$ cat src/rtl/sisc_pkg.sv
// Shared constants for the SISC control path: opcodes, state codes, ALU op encodings.
package sisc_pkg;

    // Opcode values; HLT is the all-ones opcode and is decoded by width
    localparam int unsigned OPC_NOOP = 0;
    localparam int unsigned OPC_LOD  = 1;
    localparam int unsigned OPC_STR  = 2;
    localparam int unsigned OPC_SWP  = 3;
    localparam int unsigned OPC_BRA  = 4;
    localparam int unsigned OPC_BRR  = 5;
    localparam int unsigned OPC_BNE  = 6;
    localparam int unsigned OPC_BNR  = 7;
    localparam int unsigned OPC_ALU  = 8;

    typedef logic [3:0] state_t;

    localparam state_t S_START1    = 4'd1;
    localparam state_t S_FETCH     = 4'd2;
    localparam state_t S_DECODE    = 4'd3;
    localparam state_t S_EXECUTE   = 4'd4;
    localparam state_t S_MEM       = 4'd5;
    localparam state_t S_WRITEBACK = 4'd6;
    localparam state_t S_MEMWAIT   = 4'd7;
    localparam state_t S_HALT      = 4'd8;

    // bit1: non-arithmetic (status not saved), bit0: immediate operand
    localparam logic [1:0] ALU_OP_ARITH     = 2'b00;
    localparam logic [1:0] ALU_OP_ARITH_IMM = 2'b01;
    localparam logic [1:0] ALU_OP_DEF       = 2'b10;
    localparam logic [1:0] ALU_OP_MEM_IMM   = 2'b11;

    localparam int unsigned IMM_MM_DEF = 8;

endpackage

$ cat src/rtl/sisc_ctrl_v2_if.sv
// Controller <-> datapath bundle. master = control FSM, slave = datapath/memory side.
interface sisc_ctrl_v2_if #(
    parameter int unsigned OP_W = 4,
    parameter int unsigned MM_W = 4
);
    logic [OP_W-1:0] opcode;
    logic [MM_W-1:0] mm;
    logic [MM_W-1:0] stat;
    logic            dm_rdy;
    logic            resume;

    logic            rf_we;
    logic            wb_sel;
    logic            rd_sel;
    logic            br_sel;
    logic            pc_rst;
    logic            pc_write;
    logic            pc_sel;
    logic            ir_load;
    logic            dm_we;
    logic            dm_re;
    logic            mm_sel;
    logic [1:0]      alu_op;
    logic            halted;
    logic            bus_err;
    logic            illegal_op;
    logic [3:0]      state_o;

    modport master (
        input  opcode, mm, stat, dm_rdy, resume,
        output rf_we, wb_sel, rd_sel, br_sel, pc_rst, pc_write, pc_sel, ir_load,
               dm_we, dm_re, mm_sel, alu_op, halted, bus_err, illegal_op, state_o
    );

    modport slave (
        output opcode, mm, stat, dm_rdy, resume,
        input  rf_we, wb_sel, rd_sel, br_sel, pc_rst, pc_write, pc_sel, ir_load,
               dm_we, dm_re, mm_sel, alu_op, halted, bus_err, illegal_op, state_o
    );
endinterface

$ cat src/rtl/sisc_br_eval.sv
// Branch condition evaluation: decides whether a branch opcode is taken and if it is absolute.
module sisc_br_eval
    import sisc_pkg::*;
#(
    parameter int unsigned OP_W = 4,
    parameter int unsigned MM_W = 4
) (
    input  logic [OP_W-1:0] opcode,
    input  logic [MM_W-1:0] mm,
    input  logic [MM_W-1:0] stat,
    output logic            taken,
    output logic            absolute
);
    logic hit;
    logic mm_zero;

    assign hit     = |(stat & mm);
    assign mm_zero = (mm == '0);

    // mm==0 is an unconditional branch for every branch flavour
    always_comb begin
        taken    = 1'b0;
        absolute = 1'b0;
        if (opcode == OP_W'(OPC_BRA) || opcode == OP_W'(OPC_BRR)) begin
            taken = mm_zero | hit;
        end else if (opcode == OP_W'(OPC_BNE) || opcode == OP_W'(OPC_BNR)) begin
            taken = mm_zero | ~hit;
        end
        absolute = (opcode == OP_W'(OPC_BRA)) || (opcode == OP_W'(OPC_BNE));
    end
endmodule

$ cat src/rtl/sisc_ctrl_v2.sv
// SISC multi-cycle control FSM with memory wait/timeout, HALT/resume and illegal-opcode flag.
module sisc_ctrl_v2
    import sisc_pkg::*;
#(
    parameter int unsigned OP_W      = 4,
    parameter int unsigned MM_W      = 4,
    parameter int unsigned IMM_MM    = IMM_MM_DEF,
    parameter int unsigned WAIT_MAX  = 15,
    parameter bit          RESUME_EN = 1'b1
) (
    input  logic           clk,
    input  logic           rst_f,
    sisc_ctrl_v2_if.master bus
);
    localparam int unsigned CW = (WAIT_MAX > 2) ? $clog2(WAIT_MAX) : 1;

    state_t         state_q, state_d;
    logic [CW-1:0]  cnt_q, cnt_d;
    logic           bus_err_q, bus_err_d;

    logic is_lod, is_str, is_alu, is_hlt, is_legal, is_mem, imm;
    logic br_taken, br_abs;

    assign is_lod = (bus.opcode == OP_W'(OPC_LOD));
    assign is_str = (bus.opcode == OP_W'(OPC_STR));
    assign is_alu = (bus.opcode == OP_W'(OPC_ALU));
    assign is_hlt = &bus.opcode;
    assign is_mem = is_lod | is_str;
    assign imm    = (bus.mm == MM_W'(IMM_MM));

    // SWP is deliberately not in the legal set
    assign is_legal = (bus.opcode == OP_W'(OPC_NOOP)) | is_lod | is_str | is_alu | is_hlt |
                      (bus.opcode == OP_W'(OPC_BRA)) | (bus.opcode == OP_W'(OPC_BRR)) |
                      (bus.opcode == OP_W'(OPC_BNE)) | (bus.opcode == OP_W'(OPC_BNR));

    sisc_br_eval #(
        .OP_W (OP_W),
        .MM_W (MM_W)
    ) u_br_eval (
        .opcode   (bus.opcode),
        .mm       (bus.mm),
        .stat     (bus.stat),
        .taken    (br_taken),
        .absolute (br_abs)
    );

    // State, wait counter and sticky bus error; reset aborts any instruction in flight
    always_ff @(posedge clk or negedge rst_f) begin
        if (!rst_f) begin
            state_q   <= S_START1;
            cnt_q     <= '0;
            bus_err_q <= 1'b0;
        end else begin
            state_q   <= state_d;
            cnt_q     <= cnt_d;
            bus_err_q <= bus_err_d;
        end
    end

    // Next-state and datapath control decode
    always_comb begin
        state_d        = state_q;
        cnt_d          = cnt_q;
        bus_err_d      = bus_err_q;
        bus.rf_we      = 1'b0;
        bus.wb_sel     = 1'b0;
        bus.rd_sel     = 1'b0;
        bus.br_sel     = 1'b0;
        bus.pc_rst     = 1'b0;
        bus.pc_write   = 1'b0;
        bus.pc_sel     = 1'b0;
        bus.ir_load    = 1'b0;
        bus.dm_we      = 1'b0;
        bus.dm_re      = 1'b0;
        bus.mm_sel     = 1'b0;
        bus.alu_op     = ALU_OP_DEF;
        bus.halted     = 1'b0;
        bus.illegal_op = 1'b0;
        case (state_q)
            S_START1: begin
                bus.pc_rst = 1'b1;
                state_d    = S_FETCH;
            end
            S_FETCH: begin
                bus.ir_load  = 1'b1;
                bus.pc_write = 1'b1;
                state_d      = S_DECODE;
            end
            S_DECODE: begin
                bus.rd_sel     = ~is_mem;
                bus.illegal_op = ~is_legal;
                if (br_taken) begin
                    bus.pc_write = 1'b1;
                    bus.pc_sel   = 1'b1;
                    bus.br_sel   = br_abs;
                end
                state_d = is_hlt ? S_HALT : S_EXECUTE;
            end
            S_EXECUTE: begin
                if (is_alu) begin
                    bus.alu_op = {1'b0, imm};
                end else if (is_mem) begin
                    bus.alu_op = {1'b1, imm};
                    bus.mm_sel = (bus.mm == '0);
                end
                state_d = S_MEM;
            end
            S_MEM: begin
                bus.dm_re = is_lod;
                bus.dm_we = is_str;
                if (is_mem && (WAIT_MAX != 0) && !bus.dm_rdy) begin
                    state_d = S_MEMWAIT;
                    cnt_d   = '0;
                end else begin
                    state_d = S_WRITEBACK;
                end
            end
            S_MEMWAIT: begin
                // Strobes held until the access completes; ready beats timeout
                bus.dm_re = is_lod;
                bus.dm_we = is_str;
                cnt_d     = cnt_q + CW'(1);
                if (bus.dm_rdy) begin
                    state_d = S_WRITEBACK;
                end else if (cnt_q == CW'(WAIT_MAX - 1)) begin
                    bus_err_d = 1'b1;
                    state_d   = S_HALT;
                end
            end
            S_WRITEBACK: begin
                bus.rf_we  = is_alu | is_lod;
                bus.wb_sel = is_lod;
                state_d    = S_FETCH;
            end
            S_HALT: begin
                bus.halted = 1'b1;
                if (bus.resume && RESUME_EN && !bus_err_q) begin
                    state_d = S_FETCH;
                end
            end
            default: state_d = S_START1;
        endcase
    end

    assign bus.bus_err = bus_err_q;
    assign bus.state_o = state_q;

endmodule

$ cat src/flat_wrapper.sv
// flat-port wrapper written by rule: the top's interface ports become plain ports
module sisc_ctrl_v2_flat import sisc_pkg::*;
#(
    parameter int unsigned OP_W      = 4,
    parameter int unsigned MM_W      = 4,
    parameter int unsigned IMM_MM    = IMM_MM_DEF,
    parameter int unsigned WAIT_MAX  = 15,
    parameter bit          RESUME_EN = 1'b1
)
  (clk, rst_f, bus_opcode, bus_mm, bus_stat, bus_dm_rdy, bus_resume, bus_rf_we, bus_wb_sel, bus_rd_sel, bus_br_sel, bus_pc_rst, bus_pc_write, bus_pc_sel, bus_ir_load, bus_dm_we, bus_dm_re, bus_mm_sel, bus_alu_op, bus_halted, bus_bus_err, bus_illegal_op, bus_state_o);
  sisc_ctrl_v2_if #(.OP_W(OP_W), .MM_W(MM_W)) bus_i ();
  input  logic clk;
  input  logic rst_f;
  input wire logic [$bits(bus_i.opcode)-1:0] bus_opcode;
  input wire logic [$bits(bus_i.mm)-1:0] bus_mm;
  input wire logic [$bits(bus_i.stat)-1:0] bus_stat;
  input wire logic [$bits(bus_i.dm_rdy)-1:0] bus_dm_rdy;
  input wire logic [$bits(bus_i.resume)-1:0] bus_resume;
  output wire logic [$bits(bus_i.rf_we)-1:0] bus_rf_we;
  output wire logic [$bits(bus_i.wb_sel)-1:0] bus_wb_sel;
  output wire logic [$bits(bus_i.rd_sel)-1:0] bus_rd_sel;
  output wire logic [$bits(bus_i.br_sel)-1:0] bus_br_sel;
  output wire logic [$bits(bus_i.pc_rst)-1:0] bus_pc_rst;
  output wire logic [$bits(bus_i.pc_write)-1:0] bus_pc_write;
  output wire logic [$bits(bus_i.pc_sel)-1:0] bus_pc_sel;
  output wire logic [$bits(bus_i.ir_load)-1:0] bus_ir_load;
  output wire logic [$bits(bus_i.dm_we)-1:0] bus_dm_we;
  output wire logic [$bits(bus_i.dm_re)-1:0] bus_dm_re;
  output wire logic [$bits(bus_i.mm_sel)-1:0] bus_mm_sel;
  output wire logic [$bits(bus_i.alu_op)-1:0] bus_alu_op;
  output wire logic [$bits(bus_i.halted)-1:0] bus_halted;
  output wire logic [$bits(bus_i.bus_err)-1:0] bus_bus_err;
  output wire logic [$bits(bus_i.illegal_op)-1:0] bus_illegal_op;
  output wire logic [$bits(bus_i.state_o)-1:0] bus_state_o;
  assign bus_i.opcode = bus_opcode;
  assign bus_i.mm = bus_mm;
  assign bus_i.stat = bus_stat;
  assign bus_i.dm_rdy = bus_dm_rdy;
  assign bus_i.resume = bus_resume;
  assign bus_rf_we = bus_i.rf_we;
  assign bus_wb_sel = bus_i.wb_sel;
  assign bus_rd_sel = bus_i.rd_sel;
  assign bus_br_sel = bus_i.br_sel;
  assign bus_pc_rst = bus_i.pc_rst;
  assign bus_pc_write = bus_i.pc_write;
  assign bus_pc_sel = bus_i.pc_sel;
  assign bus_ir_load = bus_i.ir_load;
  assign bus_dm_we = bus_i.dm_we;
  assign bus_dm_re = bus_i.dm_re;
  assign bus_mm_sel = bus_i.mm_sel;
  assign bus_alu_op = bus_i.alu_op;
  assign bus_halted = bus_i.halted;
  assign bus_bus_err = bus_i.bus_err;
  assign bus_illegal_op = bus_i.illegal_op;
  assign bus_state_o = bus_i.state_o;
  sisc_ctrl_v2 #(.OP_W(OP_W), .MM_W(MM_W), .IMM_MM(IMM_MM), .WAIT_MAX(WAIT_MAX), .RESUME_EN(RESUME_EN)) u_core (.clk(clk), .rst_f(rst_f), .bus(bus_i));
endmodule
$ cat config.mk
export PLATFORM = sky130hd
export DESIGN_NAME = sisc_ctrl_v2_flat
export DESIGN_NICKNAME = d
export VERILOG_FILES = /design/src/rtl/sisc_pkg.sv /design/src/rtl/sisc_ctrl_v2_if.sv /design/src/rtl/sisc_br_eval.sv /design/src/rtl/sisc_ctrl_v2.sv /design/src/flat_wrapper.sv
export SDC_FILE = /design/constraint.sdc
export NUM_CORES = 1
export LEC_CHECK = 0
export BUFFER_PORTS_ARGS = -buffer_cell sky130_fd_sc_hd__buf_2
export CAP_MARGIN = 40
export CORE_UTILIZATION = 45
export CTS_CLUSTER_SIZE = 10
export DETAILED_ROUTE_END_ITERATION = 8
export PLACE_DENSITY_LB_ADDON = 0.08
export SKIP_CTS_REPAIR_TIMING = 1
export SLEW_MARGIN = 10
export SYNTH_ARGS = -nofsm -noshare
export SYNTH_HDL_FRONTEND = slang
export SYNTH_SLANG_ARGS = --single-unit
$ cat constraint.sdc
create_clock -name clk -period 2.6 [get_ports clk]
set_input_delay 0.52 -clock clk [delete_from_list [all_inputs] [get_ports clk]]
set_output_delay 0.52 -clock clk [all_outputs]
set_load 0.05 [all_outputs]
# After elaboration in Yosys (flattened, before gate mapping)
# Cells that the tools add are included.
[classes]
add_sub_neg = 1
n_eq_ne = 20
mux = 30
bitwise_logic = 17
n_reduce_logical = 17
[op_table]
columns = ["operator", "count"]
rows = [
  ["equality test 4 x 3 -> 1 bit, second input constant", 8],
  ["case mux 4 bit (7 select lines)", 1],
  ["two-way mux 1 bit", 20],
  ["two-way mux 4 bit", 5],
  ["equality test 4 bit, second input constant", 4],
  ["equality test 4 x 2 -> 1 bit, second input constant", 3],
  ["OR 1 bit", 12],
  ["equality test 4 x 1 -> 1 bit, second input constant", 2],
  ["zero test 4 bit", 2],
  ["case mux 4 bit (2 select lines)", 1],
  ["adder 4 x 1 -> 4 bit, second input constant", 1],
  ["AND 4 bit", 1],
  ["two-way mux 2 bit", 2],
  ["inequality test 2 x 1 -> 1 bit, second input constant", 2],
  ["inverter 1 bit", 4],
  ["AND reduction 2 bit", 2],
  ["AND reduction 4 bit", 1],
  ["OR reduction 2 bit", 2],
  ["OR reduction 4 bit", 1],
  ["logical OR 1 bit", 3],
  ["inequality test 3 x 2 -> 1 bit, second input constant", 1],
  ["AND reduction 3 bit", 1],
  ["logical AND 1 bit", 2],
  ["zero test 1 bit", 2],
  ["2 further kinds", 2],
]
[word_totals]
reg_bits = 9
inputBits = 16
out_inout_bits = 20
wordCells = 88

# Depth between registers and ports, before layout
[logic_depth]
word_depth = 11
ltp_mapped = 6

# Hierarchy
# A second synthesis with hierarchy kept.
[hier_totals]
hier_cells = 108
hier_area_um2 = 895.9
[by_module_without_submodules]
columns = ["mod", "n_inst", "cells_per_inst", "area_each_um2", "seq_area_each_um2"]
rows = [
  ["sisc_ctrl_v2", 1, 100, 835.8, 226.5],
  ["sisc_br_eval", 1, 8, 60.1, 0.0],
]

# Worst setup path after synthesis
# Ideal clock, no wire load.
[synth_path]
kind = "register to output"
startpoint = "register u_core.state_q[2] (netlist: u_core.bus.state_o[2])"
endpoint = "output bus_mm_sel"
arrival_ps = 2619
path_slack_ps = -539
path_stages_with_launch = 6
cell_sequence = "dfrtp_1 > buf_4 > nor2b_4 > nand2_1 > or4_4 > nor3_1"
[synth_between]
elab_chain_cells = 2
[synth_rtl]
columns = ["item", "line", "text"]
rows = [
  ["start, declared", "sisc_ctrl_v2.sv:17", "state_t state_q, state_d;"],
  ["start signal, assigned", "sisc_ctrl_v2.sv:54", "state_q <= state_d;"],
  ["equality test 4 x 3 -> 1 bit", "sisc_ctrl_v2.sv:79", "case (state_q)"],
  ["two-way mux 1 bit", "sisc_ctrl_v2.sv:79", ""],
  ["end, declared", "flat_wrapper.sv:29", "output wire logic [$bits(bus_i.mm_sel)-1:0] bus_mm_sel;"],
]
# Every way passes these cells.

# Final worst setup path
[layout_path]
startpoint = "register u_core.state_q[3] (netlist: u_core.bus.state_o[3])"
endpoint = "output bus_alu_op[0]"
[layout_between]
elab_chain_cells = 2
[layout_rtl]
columns = ["item", "line", "text"]
rows = [
  ["equality test 4 x 3 -> 1 bit", "sisc_ctrl_v2.sv:79", ""],
  ["two-way mux 2 bit", "sisc_ctrl_v2.sv:79", ""],
  ["end, declared", "flat_wrapper.sv:30", "output wire logic [$bits(bus_i.alu_op)-1:0] bus_alu_op;"],
]
# Every way passes these cells.

==> flow_summary.toml <==
[run]
max_cap_violations = 0

[min_path]
hold_path.class = "in -> async"

[finish]
multiInputGateArea_sq_um = 564.3
regArea_sq_um = 229.0
antenna_cells = 0
syn_to_final_growth_pct = 31.46
finalNonFillerCells = 152
layout-drive-gt1-share_pct = 41.91
layout.nets = 155
fillCellCount = 148

[power]
p_seq_share_pct = 27.2
switching_power_w = 0.0006575
p_leak_nw = 0.5100
combPwrFrac_pct = 63.2
p_int_w = 0.0005068
powerDensity_mw_per_mm2 = 1108
power_frac_clock_pct = 9.6
power_w = 0.001164
sw_frac_of_total_pct = 56.47
peakVddDrop_mv = 0.7162

[worst_setup_path]
crit_arrival_ns = 2.01
start_kind = "flip-flop"
required_ns = 2.08
critPathKind = "reg -> out"
slowest_stage = "dfrtp_2"
crit_buf_inv = 1
crit_chain = "nor2b_4 > nand2_1 > or4_4 > nor4b_4 > buf_4"
cp-end-kind = "output port"
cp_max_fo = 10
crit_family = "simple AND/OR/NAND/NOR gates"
crit_path_max_incr_delay_ns = 0.48

[clocking]
cts_tree = "built"
clkTransAtPathRegs_ns = 0.06
cts_root_buf = "clkbuf_4"
cts-htree-levels = 1
clkLatencyLatePin_ns = 0.27
ctsLongestPathBuffers = 2
cts_buffers = 3
clkSinkCount = 9

[synth]
ys_top_cells_by_area = "dfrtp_1 (25%), nand2_1 (6.1%), o21ai_0 (5.0%)"
synth_area_sq_um = 799.5
yosysTopAreaCell = "dfrtp_1"
synth_cells = 101
ys_ff_latch = 9
synth-edff-count = 0
syn_area_per_cell_sq_um = 7.916
ys.flop_type = "dfrtp_1"
yosysTopAreaCellShare_pct = 25.04
synth_cell_type_count = 43
async_reset_ff_share_pct = 100.0
synth.most_common_cell = "nand2_1"
ys_warn_count = 0
synth.top_cells.by_count = "nand2_1 (13), dfrtp_1 (8), o21ai_0 (8)"
ys_seq_area_share_pct = 28.33
synth_nets = 119

[floorplanning]
dieArea_sq_mm = 0.001949
start_util_pct = 50.71
core_area_sq_mm = 0.001577
num_rows = 14
fp.dieW_um = 44.15
ios = 36
die_h_um = 44.15

[global_route]
track_usage_pct = 23.64
grt_max_degree = 14
grt-ovfl-total = 0
antenna_found_initial = 0
grt_pass1_wl_um = 3415
grt_pass1_vias = 796

[place]
gp_congestion = 0.7762
dp.cells = 147
numPortBuffers = 35
dpl.hpwl_um = 1574

[route]
drt_iter0_drc = 27
wl_per_cell_um = 13.42
antenna_left = 0
vias_per_cell = 5.882
vias = 894
wirelength_um = 2040
firstDrtPassIters = 8
drc = 1

[sta]
max_freq_ghz = 0.3952
whs_ns = 0.09073
rsz0062_at_grt = "false"
min_period_over_period_pct = 97.33
tightest_slew_ns = 0.7365
finalSetupViolations = 0
hold_viol_final = 0
final_max_slew_viol_count = 0
finalClockSkew_ns = 0.004095
slew_headroom_pct = 50.45
min_period_ns = 2.531

[status]
outcome = "finished, violations left"
failed_checks = "design-rule violations"
flip-flops by register name (all words and copies together), names as in the netlist:
register            flops
u_core.bus.bus_err      1
u_core.bus.state_o      4
u_core.cnt_q            4
metal layers:
metal	routed length, um	part of all wire (%)	global-route usage, %	up-vias
li1	-	-	-	442
met1	947	46	30.13	415
met2	948	46	38.24	31
met3	122	6.0	7.347	6
met4	23	1.1	7.273	0
met5	0	0	0	-
worst register-to-register path: cells and delay by family (launching register included):
family           cells  cell delay [ns]
flip-flops           1             0.66
AND/OR/NAND/NOR      2             0.73
AO/OA/AOI/OAI        1             0.20
final cells by class:
cell class,count,share of cell area (%)
multi-input cells,81,53.69
flip-flops and latches,9,21.79
repair buffers,37,18.33
clock buffers,4,2.500
well taps,16,1.905
inverters,5,1.786
cells by family after synthesis:
family / Yosys count / share of synthesized area [%]
buf+inv: 11 / 6.260
compound gates: 23 / 19.56
simple gates: 52 / 38.34
fa+ha+maj: 2 / 3.129
flops: 9 / 28.33
xor+xnor: 4 / 4.383
power groups by stage:
stage          Sequential [W]  Combinational, W  Clock [W]
4_1_cts              0.000316          0.000722   0.000115
3_3_place_gp         0.000312          0.000710          0
3_5_place_dp         0.000319          0.000720          0
6_report             0.000316          0.000736   0.000112
2_1_floorplan        0.000393          0.000494          0
5_1_grt              0.000331          0.000798   0.000120
cell usage in the layout (no fill, tap or decap), drive strengths merged, types with 4 or more instances in the layout:
cell and n:
a21oi 4, buf 37, clkbuf 4, dfrtp 8
inv 5, nand2 13, nand3 5, nor2 8
o21ai 8
final timing paths:
kind	start	end	slack, ns	cells past startpoint
max in group asynchronous	rst_f	u_core.bus.state_o[0]$_DFFE_PN1P_	2.26	1
max reg2reg	u_core.bus.state_o[0]$_DFFE_PN1P_	u_core.cnt_q[3]$_DFFE_PN0P_	0.86	3
min in group clk	u_core.bus.bus_err$_DFFE_PN0P_	u_core.bus.bus_err$_DFFE_PN0P_	0.52	1
max	u_core.bus.state_o[3]$_DFFE_PN0P_	bus_alu_op[0]	0.07	5
min reg2reg	u_core.bus.bus_err$_DFFE_PN0P_	u_core.bus.bus_err$_DFFE_PN0P_	0.52	1
min	rst_f	u_core.cnt_q[1]$_DFFE_PN0P_	0.09	1
per-stage QoR:
step | utilization, % | TNS, ns | area [sq um] | setup WS [ns]
6_report | 66.67 | 0 | 1051 | 0.06933
5_1_grt | 66.67 | 0 | 1051 | 0.008991
2_1_floorplan | - | 0 | 843.3 | 0.01399
3_3_place_gp | 64.13 | 0 | 1011 | 0.3144
3_5_place_dp | 64.13 | 0 | 1011 | 0.2280
4_1_cts | 65.79 | -0.06236 | 1037 | -0.06236
Note: power is estimated with default switching activity, not from simulation.
